[src/rtl/cpu_pkg.sv]
// Shared CPU datapath constants and types.
// Register file geometry lives here so decode and writeback agree.
package cpu_pkg;

   localparam int DATA_W = 16;
   localparam int NREGS  = 16;
   localparam int REG_AW = $clog2(NREGS);

   typedef logic [REG_AW-1:0] reg_addr_t;

endpackage

[src/rtl/reg_file_if.sv]
// Register file access bundle: write, read and busy-issue signals.
// master = decode/writeback side, slave = the register file.
interface reg_file_if
   import cpu_pkg::*;
#(
   parameter int WIDTH = DATA_W,
   parameter int DEPTH = NREGS
);

   localparam int AW = $clog2(DEPTH);

   logic             we;
   logic [AW-1:0]    waddr;
   logic [WIDTH-1:0] wdata;
   logic             re;
   logic [AW-1:0]    raddr_a;
   logic [AW-1:0]    raddr_b;
   logic [WIDTH-1:0] rdata_a;
   logic [WIDTH-1:0] rdata_b;
   logic             busy_set;
   logic [AW-1:0]    busy_addr;
   logic             busy_a;
   logic             busy_b;

   modport master (
      output we, waddr, wdata,
      output re, raddr_a, raddr_b,
      output busy_set, busy_addr,
      input  rdata_a, rdata_b,
      input  busy_a, busy_b
   );

   modport slave (
      input  we, waddr, wdata,
      input  re, raddr_a, raddr_b,
      input  busy_set, busy_addr,
      output rdata_a, rdata_b,
      output busy_a, busy_b
   );

endinterface

[src/rtl/reg_file_scoreboard.sv]
// Per-register busy bits; lookups return the post-update value
// so a same-cycle issue or writeback is already visible.
module reg_file_scoreboard #(
   parameter int DEPTH   = 16,
   parameter int ZERO_R0 = 1,
   localparam int AW     = $clog2(DEPTH)
) (
   input  logic          clk,
   input  logic          reset,
   input  logic          set_i,
   input  logic [AW-1:0] set_addr_i,
   input  logic          clr_i,
   input  logic [AW-1:0] clr_addr_i,
   input  logic [AW-1:0] raddr_a_i,
   input  logic [AW-1:0] raddr_b_i,
   output logic          busy_a_o,
   output logic          busy_b_o
);

   logic [DEPTH-1:0] busy_q;
   logic [DEPTH-1:0] busy_d;

   // Clear first, then set: a freshly issued producer stays outstanding.
   always_comb begin
      busy_d = busy_q;
      if (clr_i) begin
         busy_d[clr_addr_i] = 1'b0;
      end
      if (set_i) begin
         busy_d[set_addr_i] = 1'b1;
      end
      if (ZERO_R0 != 0) begin
         busy_d[0] = 1'b0;
      end
   end

   always_ff @(posedge clk) begin
      if (reset) begin
         busy_q <= '0;
      end else begin
         busy_q <= busy_d;
      end
   end

   assign busy_a_o = busy_d[raddr_a_i];
   assign busy_b_o = busy_d[raddr_b_i];

endmodule

[src/rtl/reg_file.sv]
// CPU register file: one write port, two registered write-first
// read ports, and per-register busy flags for hazard detection.
module reg_file
   import cpu_pkg::*;
#(
   parameter int WIDTH   = DATA_W,
   parameter int DEPTH   = NREGS,
   parameter int ZERO_R0 = 1
) (
   input  logic       clk,
   input  logic       reset,
   reg_file_if.slave  bus
);

   localparam int AW = $clog2(DEPTH);

   logic [WIDTH-1:0] mem_q [DEPTH];
   logic             wr_en;
   logic [WIDTH-1:0] rdata_a_d;
   logic [WIDTH-1:0] rdata_b_d;
   logic [WIDTH-1:0] rdata_a_q;
   logic [WIDTH-1:0] rdata_b_q;
   logic             busy_a_d;
   logic             busy_b_d;
   logic             busy_a_q;
   logic             busy_b_q;

   // With ZERO_R0 the r0 slot is never written, so it stays zero.
   assign wr_en = bus.we &&
      !((ZERO_R0 != 0) && (bus.waddr == '0));

   always_comb begin
      rdata_a_d = mem_q[bus.raddr_a];
      rdata_b_d = mem_q[bus.raddr_b];
      if (wr_en && (bus.waddr == bus.raddr_a)) begin
         rdata_a_d = bus.wdata;
      end
      if (wr_en && (bus.waddr == bus.raddr_b)) begin
         rdata_b_d = bus.wdata;
      end
   end

   reg_file_scoreboard #(
      .DEPTH   (DEPTH),
      .ZERO_R0 (ZERO_R0)
   ) u_sb (
      .clk        (clk),
      .reset      (reset),
      .set_i      (bus.busy_set),
      .set_addr_i (bus.busy_addr),
      .clr_i      (bus.we),
      .clr_addr_i (bus.waddr),
      .raddr_a_i  (bus.raddr_a),
      .raddr_b_i  (bus.raddr_b),
      .busy_a_o   (busy_a_d),
      .busy_b_o   (busy_b_d)
   );

   always_ff @(posedge clk) begin
      if (reset) begin
         mem_q <= '{default: '0};
      end else if (wr_en) begin
         mem_q[bus.waddr] <= bus.wdata;
      end
   end

   always_ff @(posedge clk) begin
      if (reset) begin
         rdata_a_q <= '0;
         rdata_b_q <= '0;
         busy_a_q  <= 1'b0;
         busy_b_q  <= 1'b0;
      end else if (bus.re) begin
         rdata_a_q <= rdata_a_d;
         rdata_b_q <= rdata_b_d;
         busy_a_q  <= busy_a_d;
         busy_b_q  <= busy_b_d;
      end
   end

   assign bus.rdata_a = rdata_a_q;
   assign bus.rdata_b = rdata_b_q;
   assign bus.busy_a  = busy_a_q;
   assign bus.busy_b  = busy_b_q;

endmodule

[src/flat_wrapper.sv]
// flat-port wrapper written by rule: the top's interface ports become plain ports
module reg_file_flat import cpu_pkg::*;
#(
   parameter int WIDTH   = DATA_W,
   parameter int DEPTH   = NREGS,
   parameter int ZERO_R0 = 1
)
  (clk, reset, bus_we, bus_waddr, bus_wdata, bus_re, bus_raddr_a, bus_raddr_b, bus_busy_set, bus_busy_addr, bus_rdata_a, bus_rdata_b, bus_busy_a, bus_busy_b);
  reg_file_if #(.WIDTH(WIDTH), .DEPTH(DEPTH)) bus_i ();
  input  logic clk;
  input  logic reset;
  input wire logic [$bits(bus_i.we)-1:0] bus_we;
  input wire logic [$bits(bus_i.waddr)-1:0] bus_waddr;
  input wire logic [$bits(bus_i.wdata)-1:0] bus_wdata;
  input wire logic [$bits(bus_i.re)-1:0] bus_re;
  input wire logic [$bits(bus_i.raddr_a)-1:0] bus_raddr_a;
  input wire logic [$bits(bus_i.raddr_b)-1:0] bus_raddr_b;
  input wire logic [$bits(bus_i.busy_set)-1:0] bus_busy_set;
  input wire logic [$bits(bus_i.busy_addr)-1:0] bus_busy_addr;
  output wire logic [$bits(bus_i.rdata_a)-1:0] bus_rdata_a;
  output wire logic [$bits(bus_i.rdata_b)-1:0] bus_rdata_b;
  output wire logic [$bits(bus_i.busy_a)-1:0] bus_busy_a;
  output wire logic [$bits(bus_i.busy_b)-1:0] bus_busy_b;
  assign bus_i.we = bus_we;
  assign bus_i.waddr = bus_waddr;
  assign bus_i.wdata = bus_wdata;
  assign bus_i.re = bus_re;
  assign bus_i.raddr_a = bus_raddr_a;
  assign bus_i.raddr_b = bus_raddr_b;
  assign bus_i.busy_set = bus_busy_set;
  assign bus_i.busy_addr = bus_busy_addr;
  assign bus_rdata_a = bus_i.rdata_a;
  assign bus_rdata_b = bus_i.rdata_b;
  assign bus_busy_a = bus_i.busy_a;
  assign bus_busy_b = bus_i.busy_b;
  reg_file #(.WIDTH(WIDTH), .DEPTH(DEPTH), .ZERO_R0(ZERO_R0)) u_core (.clk(clk), .reset(reset), .bus(bus_i));
endmodule
[config.mk]
export PLATFORM = sky130hd
export DESIGN_NAME = reg_file_flat
export DESIGN_NICKNAME = d
export VERILOG_FILES = /design/src/rtl/cpu_pkg.sv /design/src/rtl/reg_file_if.sv /design/src/rtl/reg_file_scoreboard.sv /design/src/rtl/reg_file.sv /design/src/flat_wrapper.sv
export SDC_FILE = /design/constraint.sdc
export NUM_CORES = 1
export LEC_CHECK = 0
export BUFFER_PORTS_ARGS = -buffer_cell sky130_fd_sc_hd__buf_2
export CAP_MARGIN = 10
export CORE_MARGIN = 8
export CORE_UTILIZATION = 48
export CTS_BUF_LIST = sky130_fd_sc_hd__clkbuf_8 sky130_fd_sc_hd__clkbuf_16
export DETAILED_ROUTE_END_ITERATION = 12
export GPL_TIMING_DRIVEN = 0
export SYNTH_ARGS = -nofsm -noshare
export SYNTH_HDL_FRONTEND = slang
export SYNTH_SLANG_ARGS = --single-unit
[constraint.sdc]
create_clock -name clk -period 3.3 [get_ports clk]
set_clock_uncertainty 0.15 [all_clocks]
set_input_delay 0.495 -clock clk [delete_from_list [all_inputs] [get_ports clk]]
set_output_delay 0.495 -clock clk [all_outputs]
set_load 0.01 [all_outputs]
==> results of run 1 <==
-- synthesized netlist by cell type (all sizes together) (5+ instances only) --
library cell    n  area share
nand2         499        0.12
dfxtp         305        0.40
a21oi         245       0.081
mux4          161        0.24
clkbuf        116       0.029
nor2           62       0.016
buf            43       0.020
mux2i          35       0.023
a211oi         33       0.016
nor2b          24      0.0099
xnor2           9      0.0052
a22oi           6      0.0030
nand3           6      0.0023
nor3b           5      0.0028
o21ai           5      0.0016
-- flip-flops by register name (all words and copies together), names as in the netlist --
| register | cells |
|---|---|
| u_core.mem_q | 256 |
| u_core.bus.rdata_a | 16 |
| u_core.bus.rdata_b | 16 |
| u_core.u_sb.busy_q | 15 |
| u_core.bus.busy_a | 1 |
| u_core.bus.busy_b | 1 |
-- cells in the final DEF (no fill, tap or decap), drive strengths merged, types with 3 or more instances in the layout --
cell and count:
nor2b 24, mux2i 35, o21ai 5, or2 3
inv 12, clkbuf 157, nand2b 3, o311ai 3
nand2 499, nor3 4, nor2 62, a211oi 33
dfxtp 305, nand3 6, clkinv 10, a22oi 6
nor3b 5, o22ai 3, a21oi 245, a32oi 3
and3b 3, mux4 161, a221oi 3, nand4 4
xnor2 9, nand3b 3, buf 87
-- worst max path at each step --
stage | start | to | slack (ns) | cells after the start
global placement | bus_raddr_a[1] | u_core.bus.rdata_a[12]$_SDFFE_PP0P_ | 0.21 | 6
global route | bus_raddr_a[1] | u_core.bus.rdata_a[12]$_SDFFE_PP0P_ | 0.68 | 6
finish | bus_raddr_a[1] | u_core.bus.rdata_a[15]$_SDFFE_PP0P_ | 0.71 | 6
CTS | bus_raddr_a[1] | u_core.bus.rdata_a[12]$_SDFFE_PP0P_ | 0.73 | 6
floorplan | bus_raddr_b[1] | u_core.bus.rdata_b[15]$_SDFFE_PP0P_ | 0.97 | 7
detailed placement | bus_raddr_a[1] | u_core.bus.rdata_a[12]$_SDFFE_PP0P_ | 0.20 | 6
-- layout make-up --
class | count | area share
Buffer | 159 | 0.0431
Clock buffer | 41 | 0.0558
Clock inverter | 20 | 0.00796
Inverter | 3 | 0.000663
Multi-Input combinational cell | 1138 | 0.490
Sequential cell | 305 | 0.360
Tap cell | 402 | 0.0296
Timing Repair Buffer | 44 | 0.0130
-- critical path, cell delays in order --
cell and delay (ns):
buf_2 0.33, buf_1 0.64, mux4_2 0.46, mux4_2 0.48, mux2i_1 0.27, a211oi_1 0.13
-- report_power, final --
group	internal [mW]	total, mW	switching, mW
Combinational	0.261	0.736	0.475
Clock	2.13	3.67	1.55
Sequential	3.75	3.79	0.0393
Total	6.13	8.19	2.06
-- kinds of logic (layout without fill, tap and decap cells) --
family	count (synthesis)	after routing
buf+inv	162	267
compound gates	313	313
flops	305	305
xor+xnor	9	9
simple gates	620	620
mux	196	196
-- metal layers --
metal,up-vias,share of wire
li1,5833,-
met1,5953,0.43
met2,464,0.47
met3,54,0.091
met4,0,0.017
met5,-,0
-- per-stage QoR --
step / instance area (sq um) / util / total power [mW] / instances
2_1_floorplan: 15200 / - / 4.36 / 1605
3_3_place_gp: 15900 / 0.508 / 4.59 / 2051
3_5_place_dp: 15900 / 0.508 / 4.60 / 2051
4_1_cts: 17000 / 0.542 / 8.25 / 2112
5_1_grt: 17000 / 0.542 / 8.46 / 2112
6_report: 17000 / 0.542 / 8.19 / 2112
==> impl_metrics.py, run 1 <==
metrics = {
    "outcome": {
        "status": "finished, final reports clean",
    },
    "global_routing": {
        "grt_usage": 0.241,
        "antenna_found_initial": 0,
        "grt.busiest_layer": "met2",
        "grt_pass1_wl_mm": 70.6,
        "met1_usage": 0.328,
        "use_met2": 0.390,
        "grt_pass1_vias": 11900,
        "grt-ovfl-total": 0,
        "grt_start_max_net_pins": 14,
        "grtUsageMet3": 0.0548,
    },
    "route": {
        "drt_pass1_iterations": 5,
        "wl_per_cell_um": 22.2,
        "finalWirelength_mm": 46.8,
        "vias_per_cell": 5.83,
        "drc": 0,
        "dr_total_vias": 12300,
        "drtIter0Drc": 1164,
        "ant_nets": 0,
    },
    "hold_path": {
        "hold_path_depth": 3,
        "hold_end": "u_core.mem_q[21]$_SDFFE_PP0P_",
        "min_path_type": "input port to register",
        "min-delay-start": "bus_wdata[5]",
    },
    "yosys": {
        "avgSynthCellArea_sq_um": 9.45,
        "synth_compound_area_frac": 0.116,
        "ys.flop_type": "dfxtp_1",
        "synthCells": 1605,
        "postSynthRegisterBits": 305,
        "syn_nets": 1642,
        "synth.area.mux_share": 0.262,
        "seq_area_frac_synth": 0.402,
        "synth-edff-count": 0,
        "synth_fa_ha_area_frac": 0,
        "async_flop_share": 0,
        "synth.cell_area_sq_mm": 0.0152,
        "yosys_warnings": 0,
        "synth_top_family_by_area": "multiplexers",
        "synth_xor_area_frac": 0.00519,
        "synthSimpleGateAreaFrac": 0.166,
        "ys_types": 51,
    },
    "clock_tree": {
        "ctsResizeCount": 0,
        "cts.sink_count": 305,
        "insertion_delay_ns": 0.51,
        "cts_setup_buffers": 0,
        "cts_buffer_depth": 3,
        "clk_pin_slew_ns": 0.06,
        "cts_buffers": 34,
        "cts_max_level": 2,
        "cts-root-buf": "clkbuf_16",
        "cts_hold_buf": 0,
        "cts_tree": "yes",
    },
    "final_layout": {
        "n_fill_cell": 2865,
        "fin_nets": 1722,
        "drive_gt1_frac": 0.180,
        "antenna_cells": 0,
        "syn_to_final_growth_pct": 11.9,
        "multiInputGateArea_sq_mm": 0.00833,
        "seq_area_sq_mm": 0.00611,
    },
    "sta": {
        "final.setup.tns_ns": 0,
        "rsz0062_at_grt": "no",
        "fin_ws_ns": 0.708,
        "tightest_slew_ns": 0.980,
        "fmax_mhz": 386,
        "finalHoldViolCount": 0,
        "hold-worst-slack_ns": 0.232,
        "period_share": 0.786,
        "setup_viol": 0,
        "slew-limit-headroom": 0.341,
        "drv_slew": 0,
        "min_period_ns": 2.59,
    },
    "critical_path": {
        "r2r-start": "u_core.mem_q[79]$_SDFFE_PP0P_",
        "end_kind": "register",
        "critical_path_class": "input port to register",
        "critical_path_required_ns": 3.52,
        "ff2ff_setup_slack_ns": 1.28,
        "worst_setup_path_start_kind": "input port",
        "r2r-end": "u_core.bus.rdata_a[15]$_SDFFE_PP0P_",
        "r2r_cells": 4,
        "crit_fanout": 10,
        "critPathArrivalTime_ns": 2.81,
    },
    "die": {
        "std_cell_rows": 65,
        "initial_core_util": 0.485,
        "fp.dieArea_sq_mm": 0.0376,
        "ioPinCount": 71,
        "core_sq_mm": 0.0313,
        "die_width_um": 194,
        "die_h_um": 194,
    },
    "placed_design": {
        "port_buffers": 44,
        "gp_congestion": 0.911,
        "preCtsSetupSlack_ns": 0.196,
        "place_hpwl_mm": 37.8,
    },
    "pwr": {
        "ir_drop_uv": 300,
        "power.density_mw_per_mm2": 483,
        "p_leak_nw": 5.55,
    },
    "run": {
        "drv_cap": 0,
    },
}
Power figures use the tool's default switching activity.
==> inputs of run 2 (changes only) <==
PLACE_DENSITY = 0.67   (was default)
clock period = 2.2 ns   (was 3.3 ns; I/O delays follow)
==> run 2 against run 1 <==
Die area unchanged. Sequential share of layout area decreased by 0.38 points. Critical path depth unchanged. Non-clock buffer count unchanged. Combinational power increased by 49%. Power increased by 59%. Sequential cell count unchanged. Critical path type unchanged. Critical endpoint is now u_core.bus.rdata_a[12]$_SDFFE_PP0P_.
==> impl_metrics.py, run 2 (synthesis results as in run 1) <==
metrics = {
    "outcome": {
        "status": "finished, final reports clean",
    },
    "sta": {
        "fin_ws_ns": 0.0264,
        "slew-limit-headroom": 0.335,
        "tightest_slew_ns": 0.990,
        "setup_viol": 0,
        "hold-worst-slack_ns": 0.0292,
        "fmax_mhz": 460,
        "period_share": 0.988,
        "min_period_ns": 2.17,
        "rsz0062_at_grt": "yes",
        "drv_slew": 0,
        "finalHoldViolCount": 0,
    },
    "final_layout": {
        "layout_common_cells": "nand2_1, dfxtp_1, a21oi_1",
        "largest_register_ff_count": 256,
        "final_cell_count_no_fill": 2112,
        "top_register": "u_core.mem_q",
        "finish.utilization": 0.548,
        "antenna_cells": 0,
        "seq_area_sq_mm": 0.00611,
        "n_fill_cell": 2751,
        "multiInputGateArea_sq_mm": 0.00833,
        "syn_to_final_growth_pct": 13.1,
        "drive_gt1_frac": 0.188,
        "fin_nets": 1722,
        "final_common_cell": "nand2_1",
    },
    "die": {
        "std_cell_rows": 65,
        "die_h_um": 194,
        "die_width_um": 194,
        "core_sq_mm": 0.0313,
        "fp.dieArea_sq_mm": 0.0376,
        "initial_core_util": 0.485,
        "ioPinCount": 71,
    },
    "global_routing": {
        "grt_start_max_net_pins": 15,
        "antenna_found_initial": 0,
        "grt_pass1_vias": 12200,
        "grt_usage": 0.237,
        "grt-ovfl-total": 0,
        "grt_pass1_wl_mm": 69.9,
    },
    "route": {
        "finalWirelength_mm": 45.2,
        "wl_per_cell_um": 21.4,
        "drtIter0Drc": 1140,
        "dr_total_vias": 12300,
        "drc": 0,
        "vias_per_cell": 5.84,
        "ant_nets": 0,
        "drt_pass1_iterations": 6,
    },
    "clock_tree": {
        "cts-root-buf": "clkbuf_16",
        "cts_buffer_depth": 3,
        "cts_buffers": 34,
        "cts_hold_buf": 0,
        "cts_max_level": 2,
        "insertion_delay_ns": 0.52,
        "cts_tree": "yes",
        "cts_setup_buffers": 0,
        "cts.sink_count": 305,
        "clk_pin_slew_ns": 0.06,
    },
    "critical_path": {
        "worst_setup_path_start_kind": "input port",
        "crit_fanout": 10,
        "end_kind": "register",
        "critical_path_class": "input port to register",
        "critPathArrivalTime_ns": 2.40,
        "critical_path_required_ns": 2.43,
    },
    "hold_path": {
        "min_path_type": "input port to register",
    },
    "placed_design": {
        "place_hpwl_mm": 36.7,
        "preCtsSetupSlack_ns": -0.697,
        "dp.cells": 2051,
        "port_buffers": 44,
        "gp_congestion": 0.928,
    },
    "pwr": {
        "power.density_mw_per_mm2": 761,
        "ir_drop_uv": 510,
        "p_leak_nw": 5.64,
    },
    "run": {
        "drv_cap": 0,
    },
}
## run 2: final timing paths
check,cells after the start,to,slack [ns],startpoint
worst min-delay path,4,u_core.bus.busy_a$_SDFFE_PP0P_,0.03,reset
worst min register to register,2,u_core.mem_q[2]$_SDFFE_PP0P_,0.32,u_core.mem_q[2]$_SDFFE_PP0P_
worst max register to register,4,u_core.bus.rdata_b[15]$_SDFFE_PP0P_,0.22,u_core.mem_q[79]$_SDFFE_PP0P_
worst max-delay path,6,u_core.bus.rdata_a[12]$_SDFFE_PP0P_,0.03,bus_raddr_a[1]
## run 2: cell type report
class                   count  share of cell area
multi-input cells        1138               0.485
flip-flops and latches    305               0.356
clock buffers              38              0.0528
plain buffers             159              0.0436
well taps                 402              0.0293
clock inverters            23              0.0198
repair buffers             44              0.0128
inverters                   3            0.000656
## run 2: per-layer routing
layer	global-route usage	vias up	routed length, um
li1	-	5827	-
met5	0	-	0
met1	0.302	5936	18300
met3	0.0637	68	4480
met2	0.392	513	21400
met4	0.0641	0	984
## run 2: through the flow
step	TNS, ns	cell area (sq um)	power [mW]
finish	0	17200	13.1
global route	-0.0388	17200	13.5
CTS	0	17200	13.1
detailed placement	-36.24	15900	6.89
global placement	-31.13	15900	6.87
floorplan	0	15200	6.54
## run 2: worst max-delay path, cell delays in order
cell,delay (ns)
buf_2,0.33
clkbuf_1,0.53
mux4_2,0.39
mux4_2,0.49
mux2i_1,0.21
a211oi_1,0.10
## run 2: what timing repair did
action                     4_1_cts  5_1_grt
hold endpoints to repair         0        0
setup endpoints to repair       20       28
gates resized for setup          6       10
## run 2: report_power, final
group	total (mW)	switching [mW]	internal, mW
sequential	5.68	0.0587	5.62
combinational	1.10	0.704	0.393
clock	6.28	2.35	3.92
total	13.1	3.12	9.93
